### config.mk
export PLATFORM = sky130hd
export DESIGN_NAME = hwpe_axi_sink_writer
export DESIGN_NICKNAME = d
export VERILOG_FILES = /design/src/rtl/hwpe_axi_sink_writer_pkg.sv /design/src/rtl/hwpe_axi_sink_beat_fifo.sv /design/src/rtl/hwpe_axi_sink_writer.sv
export SDC_FILE = /design/constraint.sdc
export NUM_CORES = 1
export LEC_CHECK = 0
export ABC_AREA = 1
export CAP_MARGIN = 0
export CORE_ASPECT_RATIO = 1.2
export CORE_MARGIN = 2
export CORE_UTILIZATION = 56
export CTS_CLUSTER_SIZE = 30
export DETAILED_ROUTE_END_ITERATION = 7
export GPL_ROUTABILITY_DRIVEN = 0
export PLACE_DENSITY = 0.78
export REMOVE_ABC_BUFFERS = 1
export SYNTH_ARGS = -nofsm -noshare
export SYNTH_HDL_FRONTEND = slang
export SYNTH_SLANG_ARGS = --single-unit
export TNS_END_PERCENT = 5
### constraint.sdc
create_clock -name clk -period 4.2 [get_ports clk]
set_input_delay 0.84 -clock clk [delete_from_list [all_inputs] [get_ports clk]]
set_output_delay 0.84 -clock clk [all_outputs]
set_load 0.005 [all_outputs]
### src/rtl/hwpe_axi_sink_writer_pkg.sv
// Shared HWPE AXI definitions: sink FSM state encoding and
// TCDM transaction type encodings.
package hwpe_axi_sink_writer_pkg;

    typedef enum logic [1:0] {
        ST_IDLE = 2'd0,
        ST_SINK = 2'd1,
        ST_DONE = 2'd2
    } sink_state_e;

    localparam logic TCDM_STORE = 1'b0;
    localparam logic TCDM_LOAD  = 1'b1;

endpackage

### src/rtl/hwpe_axi_sink_beat_fifo.sv
// Beat buffer between the stream side and the TCDM side.
// Ports: push_i/wdata_i write, pop_i/rdata_o read head, full_o/empty_o flags.
module hwpe_axi_sink_beat_fifo #(
    parameter int WIDTH = 36,
    parameter int DEPTH = 4
) (
    input  logic             clk,
    input  logic             rst_n,
    input  logic             push_i,
    input  logic [WIDTH-1:0] wdata_i,
    input  logic             pop_i,
    output logic [WIDTH-1:0] rdata_o,
    output logic             full_o,
    output logic             empty_o
);

    localparam int PW = $clog2(DEPTH);
    localparam logic [PW:0] CNT_ONE  = (PW+1)'(1);
    localparam logic [PW:0] CNT_FULL = (PW+1)'(DEPTH);

    logic [WIDTH-1:0] mem_q [DEPTH];
    logic [PW-1:0]    wptr_q;
    logic [PW-1:0]    rptr_q;
    logic [PW:0]      cnt_q;
    logic [PW:0]      cnt_d;
    logic             full_q;
    logic             empty_q;
    logic             do_push;
    logic             do_pop;

    // A push at full is taken only when the head leaves in the same cycle.
    assign do_pop  = pop_i && !empty_q;
    assign do_push = push_i && (!full_q || do_pop);

    always_comb begin
        cnt_d = cnt_q;
        unique case ({do_push, do_pop})
            2'b10:   cnt_d = cnt_q + CNT_ONE;
            2'b01:   cnt_d = cnt_q - CNT_ONE;
            default: cnt_d = cnt_q;
        endcase
    end

    always_ff @(posedge clk or negedge rst_n) begin
        if (!rst_n) begin
            wptr_q  <= '0;
            rptr_q  <= '0;
            cnt_q   <= '0;
            full_q  <= 1'b0;
            empty_q <= 1'b1;
        end else begin
            if (do_push) wptr_q <= wptr_q + PW'(1);
            if (do_pop)  rptr_q <= rptr_q + PW'(1);
            cnt_q   <= cnt_d;
            full_q  <= (cnt_d == CNT_FULL);
            empty_q <= (cnt_d == '0);
        end
    end

    always_ff @(posedge clk) begin
        if (do_push) mem_q[wptr_q] <= wdata_i;
    end

    assign rdata_o = mem_q[rptr_q];
    assign full_o  = full_q;
    assign empty_o = empty_q;

endmodule

### src/rtl/hwpe_axi_sink_writer.sv
// Stream-to-TCDM sink: buffers AXI-stream beats and stores them to
// consecutive TCDM addresses; start/ready/done job handshake, TLAST check.
module hwpe_axi_sink_writer
    import hwpe_axi_sink_writer_pkg::*;
#(
    parameter int ADDR_WIDTH  = 32,
    parameter int DATA_WIDTH  = 32,
    parameter int BE_WIDTH    = DATA_WIDTH/8,
    parameter int FIFO_DEPTH  = 4,
    parameter int WORD_STRIDE = 4
) (
    input  logic                  clk,
    input  logic                  rst_n,
    input  logic                  start_i,
    output logic                  ready_start_o,
    input  logic [ADDR_WIDTH-1:0] cfg_base_addr_i,
    input  logic [15:0]           cfg_n_words_i,
    output logic                  done_o,
    output logic                  tlast_err_o,
    input  logic                  TVALID_i,
    output logic                  TREADY_o,
    input  logic [DATA_WIDTH-1:0] TDATA_i,
    input  logic [BE_WIDTH-1:0]   TSTRB_i,
    input  logic                  TLAST_i,
    output logic                  tcdm_req_o,
    input  logic                  tcdm_gnt_i,
    output logic [ADDR_WIDTH-1:0] tcdm_add_o,
    output logic                  tcdm_type_o,
    output logic [BE_WIDTH-1:0]   tcdm_be_o,
    output logic [DATA_WIDTH-1:0] tcdm_data_o,
    input  logic                  tcdm_r_valid_i
);

    localparam int FW = DATA_WIDTH + BE_WIDTH;
    localparam logic [ADDR_WIDTH-1:0] STRIDE = ADDR_WIDTH'(WORD_STRIDE);

    sink_state_e           state_q;
    logic [ADDR_WIDTH-1:0] addr_q;
    logic [15:0]           limit_q;
    logic [15:0]           acc_q;
    logic [15:0]           stored_q;
    logic                  err_q;
    logic                  done_q;

    logic                  fifo_full;
    logic                  fifo_empty;
    logic [FW-1:0]         fifo_head;
    logic                  push;
    logic                  pop;
    logic                  req;
    logic                  is_last_idx;
    logic                  unused_rvalid;

    // Store responses carry nothing this block needs.
    assign unused_rvalid = tcdm_r_valid_i;

    assign TREADY_o    = (state_q == ST_SINK) && !fifo_full
                         && (acc_q < limit_q);
    assign push        = TVALID_i && TREADY_o;
    assign req         = (state_q == ST_SINK) && !fifo_empty;
    assign pop         = req && tcdm_gnt_i;
    assign is_last_idx = (acc_q == limit_q - 16'd1);

    hwpe_axi_sink_beat_fifo #(
        .WIDTH (FW),
        .DEPTH (FIFO_DEPTH)
    ) i_fifo (
        .clk     (clk),
        .rst_n   (rst_n),
        .push_i  (push),
        .wdata_i ({TDATA_i, TSTRB_i}),
        .pop_i   (pop),
        .rdata_o (fifo_head),
        .full_o  (fifo_full),
        .empty_o (fifo_empty)
    );

    always_ff @(posedge clk or negedge rst_n) begin
        if (!rst_n) begin
            state_q  <= ST_IDLE;
            addr_q   <= '0;
            limit_q  <= '0;
            acc_q    <= '0;
            stored_q <= '0;
            err_q    <= 1'b0;
            done_q   <= 1'b0;
        end else begin
            done_q <= 1'b0;
            unique case (state_q)
                ST_IDLE: begin
                    if (start_i) begin
                        addr_q   <= cfg_base_addr_i;
                        limit_q  <= cfg_n_words_i;
                        acc_q    <= '0;
                        stored_q <= '0;
                        err_q    <= 1'b0;
                        state_q  <= (cfg_n_words_i == '0) ? ST_DONE : ST_SINK;
                    end
                end
                ST_SINK: begin
                    if (push) begin
                        acc_q <= acc_q + 16'd1;
                        if (TLAST_i != is_last_idx) err_q <= 1'b1;
                    end
                    if (pop) begin
                        addr_q   <= addr_q + STRIDE;
                        stored_q <= stored_q + 16'd1;
                        if (stored_q + 16'd1 == limit_q) state_q <= ST_DONE;
                    end
                end
                ST_DONE: begin
                    done_q  <= 1'b1;
                    state_q <= ST_IDLE;
                end
                default: state_q <= ST_IDLE;
            endcase
        end
    end

    assign ready_start_o = (state_q == ST_IDLE);
    assign done_o        = done_q;
    assign tlast_err_o   = err_q;
    assign tcdm_req_o    = req;
    assign tcdm_type_o   = req ? TCDM_STORE : TCDM_LOAD;
    assign tcdm_add_o    = req ? addr_q : '0;
    assign tcdm_data_o   = req ? fifo_head[FW-1:BE_WIDTH] : '0;
    assign tcdm_be_o     = req ? fifo_head[BE_WIDTH-1:0] : '0;

endmodule

== After elaboration in Yosys (flattened, before gate mapping) ==
Memories as Yosys holds them, arrays and structs flattened.
Cells that the tools add are included.
Word-level totals
  register bits after elaboration: 93
  bits in writable memories: 144
  logic and storage cells: 79
  memories kept: 1
Cells by class
  add/sub/neg operators: 8
  $lt $le $gt $ge: 1
  equality and inequality tests: 13
  muxes and demuxes: 25
  reductions and logical operators: 19
Memory list
  i_fifo.mem_q: words 4, bits a word 36, read ports 1, clocked after memory_dff 0, write ports 1, RTL line hwpe_axi_sink_beat_fifo.sv:21  | logic [WIDTH-1:0] mem_q [DEPTH];
Operator list (count)
  2-to-1 mux 32 bit: 4
  one-hot mux 16 bit (2 select lines): 2
  one-hot mux 32 bit (2 select lines): 1
  2-to-1 mux 16 bit: 3
  adder 16 x 1 -> 16 bit (second input constant): 2
  adder 32 x 3 -> 32 bit (second input constant): 1
  equality test 16 bit: 2
  logical NOT 16 bit: 1
  < comparator 16 bit: 1
  subtractor 16 x 1 -> 16 bit (second input constant): 1
  AND reduction 3 bit: 3
  2-to-1 mux 2 bit: 4
  inequality test 2 x 1 -> 1 bit (second input constant): 4
  logical AND 1 bit: 7
  2-to-1 mux 1 bit: 7
  one-hot mux 3 bit (2 select lines): 1
  adder 2 x 1 -> 2 bit (second input constant): 2
  equality test 2 x 1 -> 1 bit (second input constant): 2
  equality test 2 bit (second input constant): 2
  2-to-1 mux 4 bit: 1
  one-hot mux 2 bit (2 select lines): 1
  AND reduction 4 bit: 1
  adder 3 x 1 -> 3 bit (second input constant): 1
  equality test 3 bit (second input constant): 1
  10 further kinds: 11

== Longest topological paths before layout ==
Gate-level depths: netlist of run 1.
  depth in word-level cells: 9
  depth in mapped cells: 20
  mapped depth without buffers: 19

== Modules after synthesis ==
From an unflattened synthesis of run 1, not the netlist that was laid out.
Second synthesis, totals
  cell total of the unflattened synthesis: 1480
  area, all modules: 12494.5 um^2
By module, submodules not included
  hwpe_axi_sink_writer: times used 1, cells an instance 1074, area an instance 6648.9 um^2, seq. area each 2102.0 um^2
  hwpe_axi_sink_beat_fifo: times used 1, cells an instance 406, area an instance 5845.6 um^2, seq. area each 4550.6 um^2

== Worst setup path before layout of run 1 ==
Ideal clock, no wire load.
  path kind: reg-to-reg
  start: register limit_q[3]
  end: memory i_fifo.mem_q[0][0], enable pin
  arrival: 3.150 ns
  data required time: 3.771 ns
  setup slack: 0.621 ns
  cell stages (with the launch flop): 13
  path buffers: 1
  cell sequence: dfrtp_1 > clkinv_1 > ha_1 > a21oi_1 > o21ai_0 > nand4_1 > nand2_1 > nand2_1 > nand2_1 > inv_1 > nand2_1 > buf_2 > nor2_1
On the way
  word-level cells in the longest chain between the ends: 6
RTL lines
  from (decl): RTL line hwpe_axi_sink_writer.sv:39  | logic [15:0] limit_q;
  from (signal assigned): RTL line hwpe_axi_sink_writer.sv:93  | limit_q <= cfg_n_words_i;
  < comparator 16 bit: RTL line hwpe_axi_sink_writer.sv:58  | && (acc_q < limit_q);
  logical AND 1 bit: RTL line hwpe_axi_sink_writer.sv:58
  net TREADY_o: RTL line hwpe_axi_sink_writer.sv:21  | output logic TREADY_o,
  logical AND 1 bit: RTL line hwpe_axi_sink_writer.sv:59  | assign push = TVALID_i && TREADY_o;
  logical AND 1 bit: RTL line hwpe_axi_sink_beat_fifo.sv:33  | assign do_push = push_i && (!full_q || do_pop);
  2-to-1 mux 1 bit: RTL line hwpe_axi_sink_beat_fifo.sv:61  | if (do_push) mem_q[wptr_q] <= wdata_i;
  2-to-1 mux 1 bit (not written as such): RTL line hwpe_axi_sink_beat_fifo.sv:61
  to (decl): RTL line hwpe_axi_sink_beat_fifo.sv:21
The timed path passes the listed nets, and every way through them passes these cells.

== Worst setup path after layout of run 1 ==
  start: register i_fifo.rptr_q[1]
  end: output port tcdm_data_o[0]
On the way
  word-level cells in the longest chain between the ends: 2
RTL lines
  from (decl): RTL line hwpe_axi_sink_beat_fifo.sv:23  | logic [PW-1:0] rptr_q;
  from (signal assigned): RTL line hwpe_axi_sink_beat_fifo.sv:53  | if (do_pop) rptr_q <= rptr_q + PW'(1);
  memory read (4 x 36 bit)
  2-to-1 mux 32 bit: RTL line hwpe_axi_sink_writer.sv:126  | assign tcdm_data_o = req ? fifo_head[FW-1:BE_WIDTH] : '0;
  to (decl): RTL line hwpe_axi_sink_writer.sv:30  | output logic [DATA_WIDTH-1:0] tcdm_data_o,
Every way passes these cells.

==> results.cfg, run 1 <==
[outcome]
status = finished clean

[sta]
min_period_ns = 3.678
setup_viol = 0
hold_violations = 0
period_share = 0.8757
tightest_slew_ns = 0.7699
max_slew_margin = 0.4820
rsz0062_at_grt = false
maxSlewViolCount = 0
fin_skew_ns = 0.008120
fmax_mhz = 271.9

[logic_synthesis]
synthSimpleGateAreaFrac = 0.2297
syn_avg_cell_area_um2 = 8.713
synth_cells = 1418
synth_compound_area_frac = 0.1180
synth_edf_count = 144
async_reset_ff_frac = 0.3924
synth_warnings = 0
syn_area_mm2 = 0.01235
synth_ff_type = edfxtp_1
synth_xor_area_frac = 0.02491
synth_seq_area_share = 0.5385
synth_top_area_cell = edfxtp_1
muxShareOfSynthArea = 0
synth-adder-area-share = 0.02694
ys_types = 50
ys_ff_latch = 237
synth.top_cell.area_share = 0.3500
synth_top_family_by_area = simple AND/OR/NAND/NOR gates
yosys-top-cells-area = edfxtp_1 35%, dfrtp_1 19%, nor2_1 8.3%

[routing]
avgRoutedWirePerCell_um = 16.52
drt_iter0_markers = 743
via_per_inst = 5.663
drc_errors = 0
drt-total-wl_um = 30850
ant_nets = 0
via_count = 10570
drt_first_pass_iters = 5

[worst_setup_path]
cp.required_ns = 3.36
cp-start-kind = flip-flop
path_class = reg2out
crit_fanout = 37
worstSetupEndpointType = output pin
arrival_ns = 2.84

[cts]
clock_latency_ns = 0.53
postCtsHoldBufs = 0
cts_buffers = 25
cts_resized = 0
clk_pin_slew_worst_paths_ns = 0.06
htreeDepth = 1
cts_sinks = 237
cts_root_buf = clkbuf_16
tritoncts = built
cts_post_setup_buffers_inserted = 0
clockBufferDepth = 3

[global_routing]
grt_pass1_vias = 10300
antenna_found_initial = 1
overflow = 0
grt_pass1_wl_um = 49890
grt_max_degree = 73
gr-usage-all-layers = 0.2614

[pwr]
p_leak_nw = 5.977
power_density_mw_per_mm2 = 725.2
total_power_mw = 10.97
peakVddDrop_v = 0.0005139

[floorplanning]
io_pins = 165
core-area_mm2 = 0.02170
die_h_um = 166.7
rows = 59
die_w_um = 139.6
dieArea_mm2 = 0.02327
initial_core_util = 0.5692

[cells_and_area]
fillers = 1665
nets = 1690
final_common_cell = nor2_1
register_area_mm2 = 0.006654
syn_to_final_growth_pct = 22.40
final_cell_mix = 268 x nor2_1, 231 x nand2_1, 164 x o21ai_0
multiInputGateArea_mm2 = 0.004966
drive_above_1_share = 0.06093
instances_no_fill = 1867

[place]
dpl.hpwl_um = 20080
io_buffers = 163
dp.cells = 1820

[min_path]
min_path_type = in2async

[flow_run]
maxCapViolCount = 0
-- cells in the mapped netlist (all sizes together), types with 4 or more instances --
library cell	n
nor2	285
nand2	236
o21ai	168
edfxtp	144
inv	140
dfrtp	92
nand3	76
a21oi	63
clkbuf	27
buf	26
ha	25
nand4	23
xor2	22
nor3	17
o22ai	16
o211ai	13
nor4	10
xnor2	8
a22oi	5
or2	5
nand3b	4
-- power breakdown --
part	switching (mW)	internal, mW	total [mW]
logic	3.06	2.08	5.14
clock network	0.909	1.34	2.25
registers	0.463	3.11	3.57
-- worst max-delay path, cell delays in order, from the launching register on --
cell             delay, ns
dfrtp_1               0.32
buf_4                 0.43
inv_2                 0.45
nor2_1                0.23
o21ai_0               0.11
a21oi_1               0.17
clkdlybuf4s50_1       0.58
-- registers in the layout, indices dropped and copies added, names as in the netlist --
name            flops
addr_q             32
tlast_err_o         1
done_o              1
i_fifo.wptr_q       2
state_q             2
i_fifo.rptr_q       2
i_fifo.empty_o      1
limit_q            16
acc_q              16
stored_q           16
i_fifo.cnt_q        3
i_fifo.full_o       1
i_fifo.mem_q      144
-- kinds of logic after synthesis --
| kind of cell | count (synthesis) |
|---|---|
| fa+ha+maj | 26 |
| buf+inv | 194 |
| xor+xnor | 32 |
| compound gates | 273 |
| simple gates | 656 |
| flops | 237 |
-- layout make-up --
type / count / share of cell area
Multi-Input combinational cell: 987 / 0.3284
Antenna cell: 1 / 0.0001655
Inverter: 141 / 0.03500
Timing Repair Buffer: 181 / 0.1183
Clock inverter: 10 / 0.009350
Clock buffer: 36 / 0.04609
Tap cell: 274 / 0.02267
Sequential cell: 237 / 0.4400
-- final timing paths --
kind	from	endpoint	slack, ns	cells after the start
worst max register to register	limit_q[3]$_DFFE_PN0P_	i_fifo.full_o$_DFF_PN0_	0.91	17
min in group clk	addr_q[31]$_DFFE_PN0P_	addr_q[31]$_DFFE_PN0P_	0.51	2
worst min-delay path	rst_n	acc_q[0]$_DFFE_PN0P_	0.31	1
worst max-delay path	i_fifo.rptr_q[1]$_DFFE_PN0P_	tcdm_data_o[0]	0.52	6
max in group asynchronous	rst_n	addr_q[15]$_DFFE_PN0P_	3.05	2
worst min register to register	addr_q[31]$_DFFE_PN0P_	addr_q[31]$_DFFE_PN0P_	0.51	2
-- per-layer routing --
layer | track usage | vias up | share of wire | wire (um)
met5 | 0 | - | 0 | 0
li1 | - | 5081 | - | -
met1 | 0.3390 | 4994 | 0.40 | 12420
met2 | 0.4555 | 430 | 0.50 | 15480
met4 | 0.09565 | 0 | 0.031 | 966
met3 | 0.02990 | 68 | 0.064 | 1978
-- metrics by stage --
stage / worst slack (ns) / cell area [um^2] / utilization / hold slack, ns / setup TNS [ns]
6_report: 0.5219 / 15120 / 0.6968 / 0.3089 / 0
2_1_floorplan: -0.04833 / 12120 / - / 0.4583 / -6.959
3_3_place_gp: 1.044 / 14280 / 0.6580 / 0.4749 / 0
4_1_cts: 0.4829 / 15120 / 0.6966 / 0.3174 / 0
5_1_grt: 0.3314 / 15120 / 0.6968 / 0.3422 / 0
3_5_place_dp: 0.9438 / 14280 / 0.6580 / 0.4846 / 0
No activity file was read; power rests on OpenSTA's default activity.
==> run 2: changes to the inputs <==
--- a/config.mk
+++ b/config.mk
@@ -15,7 +15,9 @@
 export GPL_ROUTABILITY_DRIVEN = 0
 export PLACE_DENSITY = 0.78
 export REMOVE_ABC_BUFFERS = 1
+export SETUP_SLACK_MARGIN = 0.02
+export SLEW_MARGIN = 20
 export SYNTH_ARGS = -nofsm -noshare
 export SYNTH_HDL_FRONTEND = slang
 export SYNTH_SLANG_ARGS = --single-unit
-export TNS_END_PERCENT = 5
+export TNS_END_PERCENT = 10
==> results of run 2 <==
No change in the layout: final DEF, timing and power equal those of run 1.
==> run 3: changes to the inputs <==
--- a/config.mk
+++ b/config.mk
@@ -9,11 +9,11 @@
 export CAP_MARGIN = 0
 export CORE_ASPECT_RATIO = 1.2
 export CORE_MARGIN = 2
-export CORE_UTILIZATION = 56
+export CORE_UTILIZATION = 45
 export CTS_CLUSTER_SIZE = 30
 export DETAILED_ROUTE_END_ITERATION = 7
 export GPL_ROUTABILITY_DRIVEN = 0
-export PLACE_DENSITY = 0.78
+export PLACE_DENSITY = 0.64
 export REMOVE_ABC_BUFFERS = 1
 export SETUP_SLACK_MARGIN = 0.02
 export SLEW_MARGIN = 20
==> constraint.sdc (replaced) <==
create_clock -name clk -period 4.1 [get_ports clk]
set_input_delay 0.82 -clock clk [delete_from_list [all_inputs] [get_ports clk]]
set_output_delay 0.82 -clock clk [all_outputs]
set_load 0.005 [all_outputs]
==> results.cfg, run 3 (synthesis gave the netlist of run 1 again) <==
[worst_setup_path]
r2r_cells = 16
cp-start-kind = flip-flop
crit_fanout = 37
r2r_slack_ns = 1.05
arrival_ns = 2.85
worstSetupEndpointType = output pin
startpoint = i_fifo.rptr_q[1]$_DFFE_PN0P_
cp.required_ns = 3.28
r2r-end = i_fifo.empty_o$_DFF_PN1_
path_class = reg2out
reg2reg_from = limit_q[3]$_DFFE_PN0P_

[cells_and_area]
largest_register_ffs = 144
syn_to_final_growth_pct = 23.01
regMostFlops = i_fifo.mem_q
register_area_mm2 = 0.006654
instances_no_fill = 1933
fillers = 2472
final_util = 0.5611
final_common_cell = nor2_1
final_cell_mix = 268 x nor2_1, 231 x nand2_1, 164 x o21ai_0
drive_above_1_share = 0.06156
multiInputGateArea_mm2 = 0.004966
reg_top3 = i_fifo.mem_q x144, addr_q x32
nets = 1690

[flow_run]
maxCapViolCount = 0

[sta]
rsz0062_at_grt = false
min_period_ns = 3.667
setup_viol = 0
fin_skew_ns = 0.009703
period_share = 0.8944
tightest_slew_ns = 0.8799
max_slew_margin = 0.4134
hold_violations = 0
maxSlewViolCount = 0
fmax_mhz = 272.7

[floorplanning]
io_pins = 165
initial_core_util = 0.4561
dieArea_mm2 = 0.02880
rows = 66
die_w_um = 155.3
core-area_mm2 = 0.02709
die_h_um = 185.5

[pwr]
p_leak_nw = 5.987
power_density_mw_per_mm2 = 736.4
peakVddDrop_v = 0.0004387

[cts]
tritoncts = built
clock_latency_ns = 0.53
cts_post_setup_buffers_inserted = 0
clk_pin_slew_worst_paths_ns = 0.06
cts_resized = 0
cts_sinks = 237
cts_root_buf = clkbuf_16
cts_buffers = 25
postCtsHoldBufs = 0
clockBufferDepth = 3
htreeDepth = 1

[routing]
routed.top_layer = met4
drt_first_pass_iters = 5
ant_nets = 0
drc_errors = 0
avgRoutedWirePerCell_um = 16.18
dr_wl_met3_um = 1397
wl_met2_um = 15490
drt-total-wl_um = 31270
via_per_inst = 5.325
via_count = 10290
drt_iter0_markers = 596
wl_met1_um = 13640

[min_path]
min_path_type = in2async

[global_routing]
grt_pass1_wl_um = 50390
overflow = 0
grt_pass1_vias = 10130
antenna_found_initial = 0
grt_max_degree = 75
gr-usage-all-layers = 0.2177

[place]
io_buffers = 163
dpl.hpwl_um = 20730
dp.cells = 1886

[outcome]
status = finished clean
==> run 3: changes by cell type in the layout (fill, tap and decap cells not counted), sizes merged <==
cell / change
clkinv: +4
clkbuf: -2
clkinvlp: -2
==> run 3: area by class of cell <==
type,count,share of cell area
flip-flops and latches,237,0.4378
diodes,1,0.0001647
repair buffers,181,0.1169
inverters,141,0.03483
clock buffers,34,0.04602
well taps,340,0.02799
clock inverters,12,0.009468
multi-input cells,987,0.3268
==> run 3: per-stage QoR <==
step / power [mW] / TNS [ns] / setup WS (ns) / hold WS [ns] / instance area, um^2
after floorplan: 6.667 / -21.36 / -0.1483 / 0.4583 / 12120
after global placement: 8.820 / 0 / 0.9303 / 0.4774 / 14350
after detailed placement: 8.924 / 0 / 0.9122 / 0.4884 / 14350
after CTS: 11.30 / 0 / 0.3441 / 0.2920 / 15190
after global routing: 12.09 / 0 / 0.2072 / 0.3111 / 15190
final: 11.19 / 0 / 0.4329 / 0.2707 / 15200
==> run 3: critical path, cell delays in order, from the launching register on <==
cell and delay (ns):
dfrtp_1 0.32, buf_4 0.43, inv_2 0.48, nor2_1 0.20, o21ai_0 0.09, a21oi_1 0.24
clkdlybuf4s50_1 0.55
==> run 3: per-layer routing <==
metal,track usage,vias to the layer above
li1,-,5082
met1,0.2766,4892
met2,0.3870,268
met3,0.02817,52
met4,0.07119,0
met5,0,-
==> run 3: where the power goes <==
group | internal [mW] | total [mW] | switching (mW)
logic | 2.12 | 5.25 | 3.13
registers | 3.18 | 3.61 | 0.430
clock network | 1.39 | 2.33 | 0.941
==> run 3: how the worst max path moves through the flow <==
stage                     depth (start not counted)                           end
after detailed placement                          6               tcdm_data_o[13]
after floorplan                                   9  i_fifo.mem_q[0][0]$_DFFE_PP_
after global routing                              6               tcdm_data_o[13]
after CTS                                         6               tcdm_data_o[13]
final                                             6               tcdm_data_o[13]
after global placement                            6               tcdm_data_o[13]
